[config.mk]
export PLATFORM = sky130hd
export DESIGN_NAME = avalon_sdram_pattern_master_flat
export DESIGN_NICKNAME = d
export VERILOG_FILES = /design/src/rtl/avalon_sdram_pattern_master_if.sv /design/src/rtl/avalon_sdram_pattern_master.sv /design/src/flat_wrapper.sv
export SDC_FILE = /design/constraint.sdc
export NUM_CORES = 1
export LEC_CHECK = 0
export CAP_MARGIN = 15
export CELL_PAD_IN_SITES_DETAIL_PLACEMENT = 0
export CELL_PAD_IN_SITES_GLOBAL_PLACEMENT = 2
export CORE_UTILIZATION = 33
export DETAILED_ROUTE_END_ITERATION = 16
export GPL_TIMING_DRIVEN = 0
export HOLD_SLACK_MARGIN = 0.1
export PLACE_DENSITY = 0.8
export SYNTH_ARGS = -nofsm -noshare
export SYNTH_HDL_FRONTEND = slang
export SYNTH_SLANG_ARGS = --single-unit
[constraint.sdc]
create_clock -name clk_clk -period 3.9 [get_ports clk_clk]
set_input_delay 1.17 -clock clk_clk [delete_from_list [all_inputs] [get_ports clk_clk]]
set_output_delay 1.17 -clock clk_clk [all_outputs]
set_load 0.05 [all_outputs]
[src/rtl/avalon_sdram_pattern_master_if.sv]
// Avalon-MM bus bundle between the SDRAM pattern master and the controller's slave port.
interface avalon_sdram_pattern_master_if #(
    parameter int ADDR_W = 24,
    parameter int DATA_W = 16
);
    logic [ADDR_W-1:0]   address;
    logic                read;
    logic                write;
    logic [DATA_W-1:0]   writedata;
    logic [DATA_W/8-1:0] byteenable;
    logic [DATA_W-1:0]   readdata;
    logic                readdatavalid;
    logic                waitrequest;

    modport master (
        output address, read, write, writedata, byteenable,
        input  readdata, readdatavalid, waitrequest
    );

    modport slave (
        input  address, read, write, writedata, byteenable,
        output readdata, readdatavalid, waitrequest
    );
endinterface

[src/rtl/avalon_sdram_pattern_master.sv]
// SDRAM self-test initiator: writes seed+i to base+i over a word range, reads it back
// with pipelined reads and reports pass, a saturating error count and the first bad address.
module avalon_sdram_pattern_master #(
    parameter int ADDR_W    = 24,
    parameter int DATA_W    = 16,
    parameter int MAX_OUTST = 7
) (
    input  logic                 clk_clk,
    input  logic                 reset_reset_n,
    input  logic                 start,
    input  logic [ADDR_W-1:0]    base_addr,
    input  logic [ADDR_W-1:0]    num_words,
    input  logic [DATA_W-1:0]    seed,
    output logic                 busy,
    output logic                 done,
    output logic                 pass,
    output logic [15:0]          err_count,
    output logic [ADDR_W-1:0]    first_err_addr,
    output logic [1:0]           state_dbg,
    avalon_sdram_pattern_master_if.master avm
);

    localparam int CW = ADDR_W + 1;
    localparam int OW = $clog2(MAX_OUTST + 1);
    localparam logic [OW-1:0] MAX_O = OW'(MAX_OUTST);

    typedef enum logic [1:0] {S_IDLE, S_WRITE, S_READ, S_DONE} state_t;

    state_t              state_q, state_d;
    logic [ADDR_W-1:0]   base_q, base_d;
    logic [CW-1:0]       num_q, num_d;
    logic [DATA_W-1:0]   seed_q, seed_d;
    logic [CW-1:0]       wr_idx_q, wr_idx_d;
    logic [CW-1:0]       rd_issued_q, rd_issued_d;
    logic [CW-1:0]       rsp_idx_q, rsp_idx_d;
    logic [OW-1:0]       outst_q, outst_d;
    logic                avm_read_q, avm_read_d;
    logic                avm_write_q, avm_write_d;
    logic [ADDR_W-1:0]   avm_address_q, avm_address_d;
    logic [DATA_W-1:0]   avm_writedata_q, avm_writedata_d;
    logic                busy_q, busy_d;
    logic                done_q, done_d;
    logic                pass_q, pass_d;
    logic [15:0]         err_count_q, err_count_d;
    logic [ADDR_W-1:0]   first_err_addr_q, first_err_addr_d;

    logic accept_wr, accept_rd;

    function automatic logic [ADDR_W-1:0] addr_of(input logic [ADDR_W-1:0] b, input logic [CW-1:0] idx);
        return b + ADDR_W'(idx);
    endfunction

    function automatic logic [DATA_W-1:0] data_of(input logic [DATA_W-1:0] s, input logic [CW-1:0] idx);
        return s + DATA_W'(idx);
    endfunction

    // Avalon handshake: a request (read or write) is taken by the slave on a rising edge where it
    // is asserted and waitrequest is low; until then request, address and data are held unchanged.
    assign accept_wr = avm_write_q && !avm.waitrequest;
    assign accept_rd = avm_read_q  && !avm.waitrequest;

    always_comb begin
        state_d          = state_q;
        base_d           = base_q;
        num_d            = num_q;
        seed_d           = seed_q;
        wr_idx_d         = wr_idx_q;
        rd_issued_d      = rd_issued_q;
        rsp_idx_d        = rsp_idx_q;
        outst_d          = outst_q;
        avm_read_d       = avm_read_q;
        avm_write_d      = avm_write_q;
        avm_address_d    = avm_address_q;
        avm_writedata_d  = avm_writedata_q;
        busy_d           = busy_q;
        done_d           = done_q;
        pass_d           = pass_q;
        err_count_d      = err_count_q;
        first_err_addr_d = first_err_addr_q;

        case (state_q)
            S_IDLE, S_DONE: begin
                if (state_q == S_DONE) state_d = S_IDLE;
                if (start) begin
                    base_d           = base_addr;
                    num_d            = {1'b0, num_words};
                    seed_d           = seed;
                    wr_idx_d         = '0;
                    rd_issued_d      = '0;
                    rsp_idx_d        = '0;
                    outst_d          = '0;
                    err_count_d      = '0;
                    first_err_addr_d = '0;
                    done_d           = 1'b0;
                    pass_d           = 1'b0;
                    busy_d           = 1'b1;
                    if (num_words == '0) begin
                        // Empty range: straight to the completion cycle, nothing on the bus.
                        state_d = S_DONE;
                        done_d  = 1'b1;
                        busy_d  = 1'b0;
                        pass_d  = 1'b1;
                    end else begin
                        state_d         = S_WRITE;
                        avm_write_d     = 1'b1;
                        avm_address_d   = base_addr;
                        avm_writedata_d = seed;
                    end
                end
            end

            S_WRITE: begin
                if (accept_wr) begin
                    wr_idx_d = wr_idx_q + CW'(1);
                    if (wr_idx_d == num_q) begin
                        avm_write_d   = 1'b0;
                        avm_read_d    = 1'b1;
                        avm_address_d = base_q;
                        state_d       = S_READ;
                    end else begin
                        avm_address_d   = addr_of(base_q, wr_idx_d);
                        avm_writedata_d = data_of(seed_q, wr_idx_d);
                    end
                end
            end

            S_READ: begin
                rd_issued_d = rd_issued_q + CW'(accept_rd);
                case ({accept_rd, avm.readdatavalid})
                    2'b10:   outst_d = outst_q + OW'(1);
                    2'b01:   outst_d = outst_q - OW'(1);
                    default: outst_d = outst_q;
                endcase

                if (avm.readdatavalid) begin
                    if (avm.readdata != data_of(seed_q, rsp_idx_q)) begin
                        if (err_count_q != 16'hFFFF) err_count_d = err_count_q + 16'd1;
                        if (err_count_q == 16'd0) first_err_addr_d = addr_of(base_q, rsp_idx_q);
                    end
                    rsp_idx_d = rsp_idx_q + CW'(1);
                end

                if (!(avm_read_q && avm.waitrequest)) begin
                    avm_read_d    = (rd_issued_d < num_q) && (outst_d < MAX_O);
                    avm_address_d = addr_of(base_q, rd_issued_d);
                end

                if (avm.readdatavalid && (rsp_idx_d == num_q)) begin
                    state_d    = S_DONE;
                    avm_read_d = 1'b0;
                    done_d     = 1'b1;
                    busy_d     = 1'b0;
                    pass_d     = (err_count_d == 16'd0);
                end
            end

            default: state_d = S_IDLE;
        endcase
    end

    always_ff @(posedge clk_clk or negedge reset_reset_n) begin
        if (!reset_reset_n) begin
            state_q          <= S_IDLE;
            base_q           <= '0;
            num_q            <= '0;
            seed_q           <= '0;
            wr_idx_q         <= '0;
            rd_issued_q      <= '0;
            rsp_idx_q        <= '0;
            outst_q          <= '0;
            avm_read_q       <= 1'b0;
            avm_write_q      <= 1'b0;
            avm_address_q    <= '0;
            avm_writedata_q  <= '0;
            busy_q           <= 1'b0;
            done_q           <= 1'b0;
            pass_q           <= 1'b0;
            err_count_q      <= '0;
            first_err_addr_q <= '0;
        end else begin
            state_q          <= state_d;
            base_q           <= base_d;
            num_q            <= num_d;
            seed_q           <= seed_d;
            wr_idx_q         <= wr_idx_d;
            rd_issued_q      <= rd_issued_d;
            rsp_idx_q        <= rsp_idx_d;
            outst_q          <= outst_d;
            avm_read_q       <= avm_read_d;
            avm_write_q      <= avm_write_d;
            avm_address_q    <= avm_address_d;
            avm_writedata_q  <= avm_writedata_d;
            busy_q           <= busy_d;
            done_q           <= done_d;
            pass_q           <= pass_d;
            err_count_q      <= err_count_d;
            first_err_addr_q <= first_err_addr_d;
        end
    end

    assign busy           = busy_q;
    assign done           = done_q;
    assign pass           = pass_q;
    assign err_count      = err_count_q;
    assign first_err_addr = first_err_addr_q;
    assign state_dbg      = state_q;

    assign avm.address    = avm_address_q;
    assign avm.read       = avm_read_q;
    assign avm.write      = avm_write_q;
    assign avm.writedata  = avm_writedata_q;
    assign avm.byteenable = '1;

endmodule

[src/flat_wrapper.sv]
// flat-port wrapper written by rule: the top's interface ports become plain ports
module avalon_sdram_pattern_master_flat 
#(
    parameter int ADDR_W    = 24,
    parameter int DATA_W    = 16,
    parameter int MAX_OUTST = 7
)
  (clk_clk, reset_reset_n, start, base_addr, num_words, seed, busy, done, pass, err_count, first_err_addr, state_dbg, avm_address, avm_read, avm_write, avm_writedata, avm_byteenable, avm_readdata, avm_readdatavalid, avm_waitrequest);
  avalon_sdram_pattern_master_if #(.ADDR_W(ADDR_W), .DATA_W(DATA_W)) avm_i ();
  input  logic clk_clk;
  input  logic reset_reset_n;
  input  logic start;
  input  logic [ADDR_W-1:0] base_addr;
  input  logic [ADDR_W-1:0] num_words;
  input  logic [DATA_W-1:0] seed;
  output logic busy;
  output logic done;
  output logic pass;
  output logic [15:0] err_count;
  output logic [ADDR_W-1:0] first_err_addr;
  output logic [1:0] state_dbg;
  output wire logic [$bits(avm_i.address)-1:0] avm_address;
  output wire logic [$bits(avm_i.read)-1:0] avm_read;
  output wire logic [$bits(avm_i.write)-1:0] avm_write;
  output wire logic [$bits(avm_i.writedata)-1:0] avm_writedata;
  output wire logic [$bits(avm_i.byteenable)-1:0] avm_byteenable;
  input wire logic [$bits(avm_i.readdata)-1:0] avm_readdata;
  input wire logic [$bits(avm_i.readdatavalid)-1:0] avm_readdatavalid;
  input wire logic [$bits(avm_i.waitrequest)-1:0] avm_waitrequest;
  assign avm_address = avm_i.address;
  assign avm_read = avm_i.read;
  assign avm_write = avm_i.write;
  assign avm_writedata = avm_i.writedata;
  assign avm_byteenable = avm_i.byteenable;
  assign avm_i.readdata = avm_readdata;
  assign avm_i.readdatavalid = avm_readdatavalid;
  assign avm_i.waitrequest = avm_waitrequest;
  avalon_sdram_pattern_master #(.ADDR_W(ADDR_W), .DATA_W(DATA_W), .MAX_OUTST(MAX_OUTST)) u_core (.clk_clk(clk_clk), .reset_reset_n(reset_reset_n), .start(start), .base_addr(base_addr), .num_words(num_words), .seed(seed), .busy(busy), .done(done), .pass(pass), .err_count(err_count), .first_err_addr(first_err_addr), .state_dbg(state_dbg), .avm(avm_i));
endmodule
After elaboration in Yosys (flattened, before gate mapping)
Cells that the tools add are included.
{"block": "totals", "out_inout_bits": 89, "wordCells": 135, "input_bits": 85, "register_bits": 229}
{"block": "op_classes", "order_cmp": 2, "muxes": 60, "reduce_logical": 24, "add_sub_neg": 11, "n_eq_ne": 21}
{"cell": "24-bit 2-to-1 mux", "count": 9}
{"cell": "25-bit one-hot mux with 2 select lines", "count": 3}
{"cell": "16-bit 2-to-1 mux", "count": 9}
{"cell": "25-bit 2-to-1 mux", "count": 4}
{"cell": "24-bit adder", "count": 3}
{"cell": "24-bit one-hot mux with 3 select lines", "count": 1}
{"cell": "16-bit one-hot mux with 2 select lines", "count": 2}
{"cell": "25-bit by 1-bit adder with 25-bit output, second input constant", "count": 2}
{"cell": "25-bit by 24-bit == test with 1-bit output", "count": 2}
{"cell": "24-bit one-hot mux with 2 select lines", "count": 1}
{"cell": "16-bit adder", "count": 2}
{"cell": "16-bit logical NOT", "count": 2}
{"cell": "25-bit by 1-bit adder with 25-bit output", "count": 1}
{"cell": "25-bit by 24-bit < comparator with 1-bit output", "count": 1}
{"cell": "24-bit logical NOT", "count": 1}
{"cell": "16-bit by 1-bit adder with 16-bit output, second input constant", "count": 1}
{"cell": "16-bit inequality test", "count": 1}
{"cell": "16-bit inequality test, second input constant", "count": 1}
{"cell": "1-bit 2-to-1 mux", "count": 15}
{"cell": "5-bit AND reduction", "count": 3}
{"cell": "2-bit 2-to-1 mux", "count": 6}
{"cell": "3-bit one-hot mux with 2 select lines", "count": 2}
{"cell": "4-bit AND reduction", "count": 3}
{"cell": "2-bit by 1-bit inequality test with 1-bit output, second input constant", "count": 5}
{"cell": "18 further kinds", "count": 38}

Logic depth before layout (Yosys ltp)
{"block": "depth", "ltp_word": 10, "mapped_depth": 21, "depth_no_buf": 21}

Least setup slack after synthesis
No wires, ideal clock.
{"block": "synth_path", "path_kind": "input to register", "start": "input port avm_waitrequest", "end": "register u_core.avm_address_q[21] (netlist: u_core.avm.address[21])", "path_buffers": 0, "setup_time_ps": 88, "arrival_ps": 4573, "required_time_ps": 3812, "cell_stages": 20, "setup_slack_ps": -762, "path_cell_list": "nor2b_1 -> ha_1 -> ha_1 -> nand3_1 -> nor2_1 -> and3_1 -> and2_0 -> nand3_1 -> xnor2_1 -> ha_1 -> a21o_1 -> a21o_1 -> a21oi_1 -> nor2_1 -> a211oi_1 -> o31ai_1 -> a21oi_1 -> xnor2_1 -> nand3_1 -> a41oi_1"}
{"block": "synth_via", "elab_chain_cells": 6, "word_cells_on_any_way": 11, "classes_between": "add/sub (2); eq/ne (2); mux (2); reduce/logical (5)"}
{"item": "from (decl)", "line_no": "flat_wrapper.sv:29", "rtl": "input wire logic [$bits(avm_i.waitrequest)-1:0] avm_waitrequest;"}
{"item": "1-bit logical NOT", "line_no": "avalon_sdram_pattern_master.sv:59, avalon_sdram_pattern_master.sv:60"}
{"item": "1-bit logical AND", "line_no": "avalon_sdram_pattern_master.sv:60", "rtl": "assign accept_rd = avm_read_q && !avm.waitrequest;"}
{"item": "25-bit by 1-bit adder with 25-bit output", "line_no": "avalon_sdram_pattern_master.sv:128", "rtl": "rd_issued_d = rd_issued_q + CW'(accept_rd);"}
{"item": "24-bit adder", "line_no": "avalon_sdram_pattern_master.sv:50", "rtl": "return b + ADDR_W'(idx);"}
{"item": "24-bit 2-to-1 mux", "line_no": "avalon_sdram_pattern_master.sv:143", "rtl": "if (!(avm_read_q && avm.waitrequest)) begin"}
{"item": "24-bit one-hot mux with 3 select lines", "line_no": "avalon_sdram_pattern_master.sv:81", "rtl": "case (state_q)"}
{"item": "to (signal assigned)", "line_no": "avalon_sdram_pattern_master.sv:191", "rtl": "avm_address_q <= avm_address_d;"}
{"item": "to (decl)", "line_no": "avalon_sdram_pattern_master.sv:39", "rtl": "logic [ADDR_W-1:0] avm_address_q, avm_address_d;"}
Parallel ways exist; a longest one is shown, timed or not. The select of a mux whose other input is x is not followed.
A chain may end at the register's enable or synchronous reset.

Final worst setup path
Ends and elaborated chain as after synthesis.

==> flow_summary.yaml <==
critical_path:
  cpMostUsedCell: "ha_4"
  cp_slowest_stage_delay_ns: 0.26
  endpoint_kind: "flip-flop"
  arrival_ns: 4.63
  crit_slowest_cell: "ha_4"
  crit_type: "input port to flip-flop"
  path_cells: "buf_8, nor2b_4, ha_4, ha_4, nand3_4, nor2_4, and3_4, and2_4, nand3_4, xnor2_4, ha_4, a21o_1, a21o_1, a21oi_2, nor2_1, a211oi_2, o31ai_4, a21oi_2, xnor2_1, nand3_1, a41oi_2"
  cp_data_required_time_ns: 4.41
  start_kind: "input port"
  worst-path-max-fanout: 5
  critical_path_buf_inv_count: 1
  cp_top_family: "compound AO/OA/AOI/OAI gates"
floorplan:
  fp.dieW_um: 237.1
  die_area_sq_mm: 0.05623
  rows: 85
  coreArea_sq_mm: 0.05424
  ios: 174
  die_h_um: 237.1
  initial_utilization: 0.3364
power:
  p_sw_frac: 0.5022
  comb_power_share: 0.614
  p_switching_w: 0.009325
  power_density_mw_per_mm2: 762.1
  clockPowerShare: 0.164
  p_seq_frac: 0.222
  p_int_w: 0.009244
  p_leak_nw: 10.40
  ir_drop_mv: 0.4804
  finalPower_w: 0.01857
finish:
  fin_cells: 3085
  fillers: 5228
  finish.utilization: 0.4493
  stdcell_area_sq_mm: 0.02437
  drive_above_1_share: 0.2097
  finalNetCount: 2589
  n_antenna_cell: 0
  area_delta_synth_final_pct: 33.55
cts:
  clock_sinks: 229
  cts_buffer_depth: 3
  clkTransAtPathRegs_ns: 0.06
  clk-insertion-delay-late_ns: 0.60
  holdBufCountCts: 0
  htree_levels: 1
  cts_buffers: 31
  tritoncts: "done"
  root_buffer: "clkbuf_16"
yosys:
  ys_warn_count: 0
  yosysSeqAreaShare: 0.3141
  ys.flop_type: "dfrtp_1"
  syn_area_sq_mm: 0.01824
  synthCells: 2087
  ys_ff_latch: 229
  synthArstFlopShare: 1.000
  syn_area_per_cell_sq_um: 8.742
  yosysUniqueCellTypes: 85
  synth_edf_count: 0
timing:
  tightest_slew_ns: 1.180
  skew_ns: 0.01286
  slew_headroom: 0.2134
  fin_crit_sh: 1.054
  grt_setup_unrepaired: "yes"
  fin_crit_ns: 4.112
  worst_slack_ns: -0.2119
  fmax_ghz: 0.2432
  finalMaxSlewViolations: 0
  finalHoldViolations: 0
  setup_violations: 15
routing:
  first_pass_iters: 6
  ant_nets: 0
  vias: 17369
  routed_via_density: 5.630
  drtIter0Drc: 1182
  wl_um: 71960
  post-route-drc-count: 0
  wl_per_cell_um: 23.33
placed_design:
  placedCellCount: 2960
  io_buffers: 171
  place_congestion: 0.9012
  hpwl_um: 55400
  place_area_sq_mm: 0.02109
global_routing:
  grt_usage: 0.2500
  grt_pass1_wl_um: 106400
  grt_overflow: 0
  antenna_found_initial: 1
  grt_max_degree: 108
  first_global_vias: 16914
status:
  violations: "negative setup slack"
  status: "finished, violations left"
run:
  max-cap-violations: 0
worst_hold_path:
  min_path_type: "input port to asynchronous set/reset pin"
logic make-up after synthesis:
family	synth area share
AOI/OAI and AO/OA	0.2106
other	0.0002055
xor gates and xnor gates	0.09916
and+or+nand+nor	0.1712
muxes	0.06741
buffers and inverters	0.04019
DFF	0.3141
adders and majority gates	0.09711
per-stage QoR:
step	setup WS [ns]	TNS (ns)	hold slack, ns
after floorplan	-0.2190	-0.9500	0.4716
after global placement	-9.098	-2208.56	0.4601
after detailed placement	-2.423	-100.26	0.4650
after CTS	-0.1821	-1.294	0.4330
after global routing	-0.3698	-3.967	0.4538
final	-0.2119	-1.550	0.4486
power by group through the flow:
| stage | Clock [W] | Sequential (W) | Combinational (W) |
|---|---|---|---|
| global placement | 0 | 0.00410 | 0.0104 |
| floorplan | 0 | 0.00500 | 0.00584 |
| CTS | 0.00311 | 0.00409 | 0.0110 |
| global route | 0.00321 | 0.00424 | 0.0123 |
| finish | 0.00304 | 0.00413 | 0.0114 |
| detailed placement | 0 | 0.00413 | 0.0105 |
cell type report:
type,instances,area (sq um),share of cell area
tap,696,870.8,0.03574
timing repair buffer,256,2494,0.1023
clock buffer,35,810.8,0.03327
multi-input combinational,1677,13430,0.5511
sequential,229,5751,0.2360
inverter,71,266.5,0.01094
clock inverter,21,242.7,0.009962
buffer,100,503.0,0.02064
path summary, 6_finish.rpt:
kind	cells past startpoint	end	slack (ns)	startpoint
max	21	u_core.avm.address[21]$_DFFE_PN0P_	-0.21	avm_waitrequest
min	1	u_core.base_q[2]$_DFFE_PN0P_	0.45	reset_reset_n
max reg2reg	16	u_core.avm.address[23]$_DFFE_PN0P_	-0.12	u_core.wr_idx_q[1]$_DFFE_PN0P_
min reg2reg	2	u_core.first_err_addr[12]$_DFFE_PN0P_	0.47	u_core.first_err_addr[12]$_DFFE_PN0P_
max in group asynchronous	2	u_core.err_count[7]$_DFFE_PN0P_	2.56	reset_reset_n
min in group clk_clk	2	u_core.first_err_addr[12]$_DFFE_PN0P_	0.47	u_core.first_err_addr[12]$_DFFE_PN0P_
Yosys cell counts (all sizes together), types with 6 or more instances:
cell       n  area (sq um)
or3       11         68.82
dfrtp    229          5731
a22o      18         157.7
clkbuf    98         371.6
xnor2    138          1216
o41ai      8         70.07
nand2b    14         87.58
a211oi    22         170.2
and2      13         81.33
nor3b      7         52.55
nand2    194         728.2
o31ai     49         367.9
mux2i     22         220.2
buf       13         95.09
nor3      41         231.5
and4      18         157.7
xor2      60         525.5
fa         6         120.1
or2       10         62.56
a21oi    133         665.6
a21o      39         292.8
inv       71         266.5
mux2      87          1010
nand3     77         397.9
nand4     34         219.0
a221oi    14         153.9
nor2b     11         68.82
o21ai    190         950.9
a2111oi    9         78.83
and3      49         306.5
ha       132          1652
o21a      10         75.07
o21bai    17         127.6
a31oi     30         187.7
nor4      19         125.1
nor2     115         436.7
a22oi      7         52.55
placed cells by master, fill, tap and decap left out, types with 23 or more instances in the layout:
master / count
a31oi_1: 23
nand2_1: 189
nor2_1: 102
inv_1: 68
clkdlybuf4s50_1: 168
buf_4: 73
nor3_1: 30
and3_1: 42
o21ai_0: 160
nand4_1: 33
dfrtp_1: 215
xor2_1: 44
xnor2_1: 109
clkbuf_16: 31
clkbuf_1: 74
ha_1: 109
mux2_2: 77
nand3_1: 68
o31ai_1: 46
a21oi_1: 114
a21o_1: 39
layer usage:
layer	up-vias	wire length, um	GRT usage
met5	-	0	0
met1	8567	33250	0.3496
met3	94	3355	0.02532
met4	0	2132	0.07507
met2	475	33220	0.4066
li1	8233	-	-
timing repair:
item	CTS	global route
pin swaps	66	77
setup endpoints to repair	87	80
resized for setup	177	155
setup buffers	46	35
flip-flops by register name (all words and copies together), names as in the netlist:
name,cells
u_core.rd_issued_q,25
u_core.avm.writedata,16
u_core.done,1
u_core.avm.write,1
u_core.wr_idx_q,25
u_core.seed_q,16
u_core.busy,1
u_core.num_q,24
u_core.avm.read,1
u_core.rsp_idx_q,25
u_core.avm.address,24
u_core.pass,1
u_core.base_q,24
u_core.err_count,16
u_core.state_dbg,2
u_core.first_err_addr,24
u_core.outst_q,3
Power figures use the tool's default switching activity.
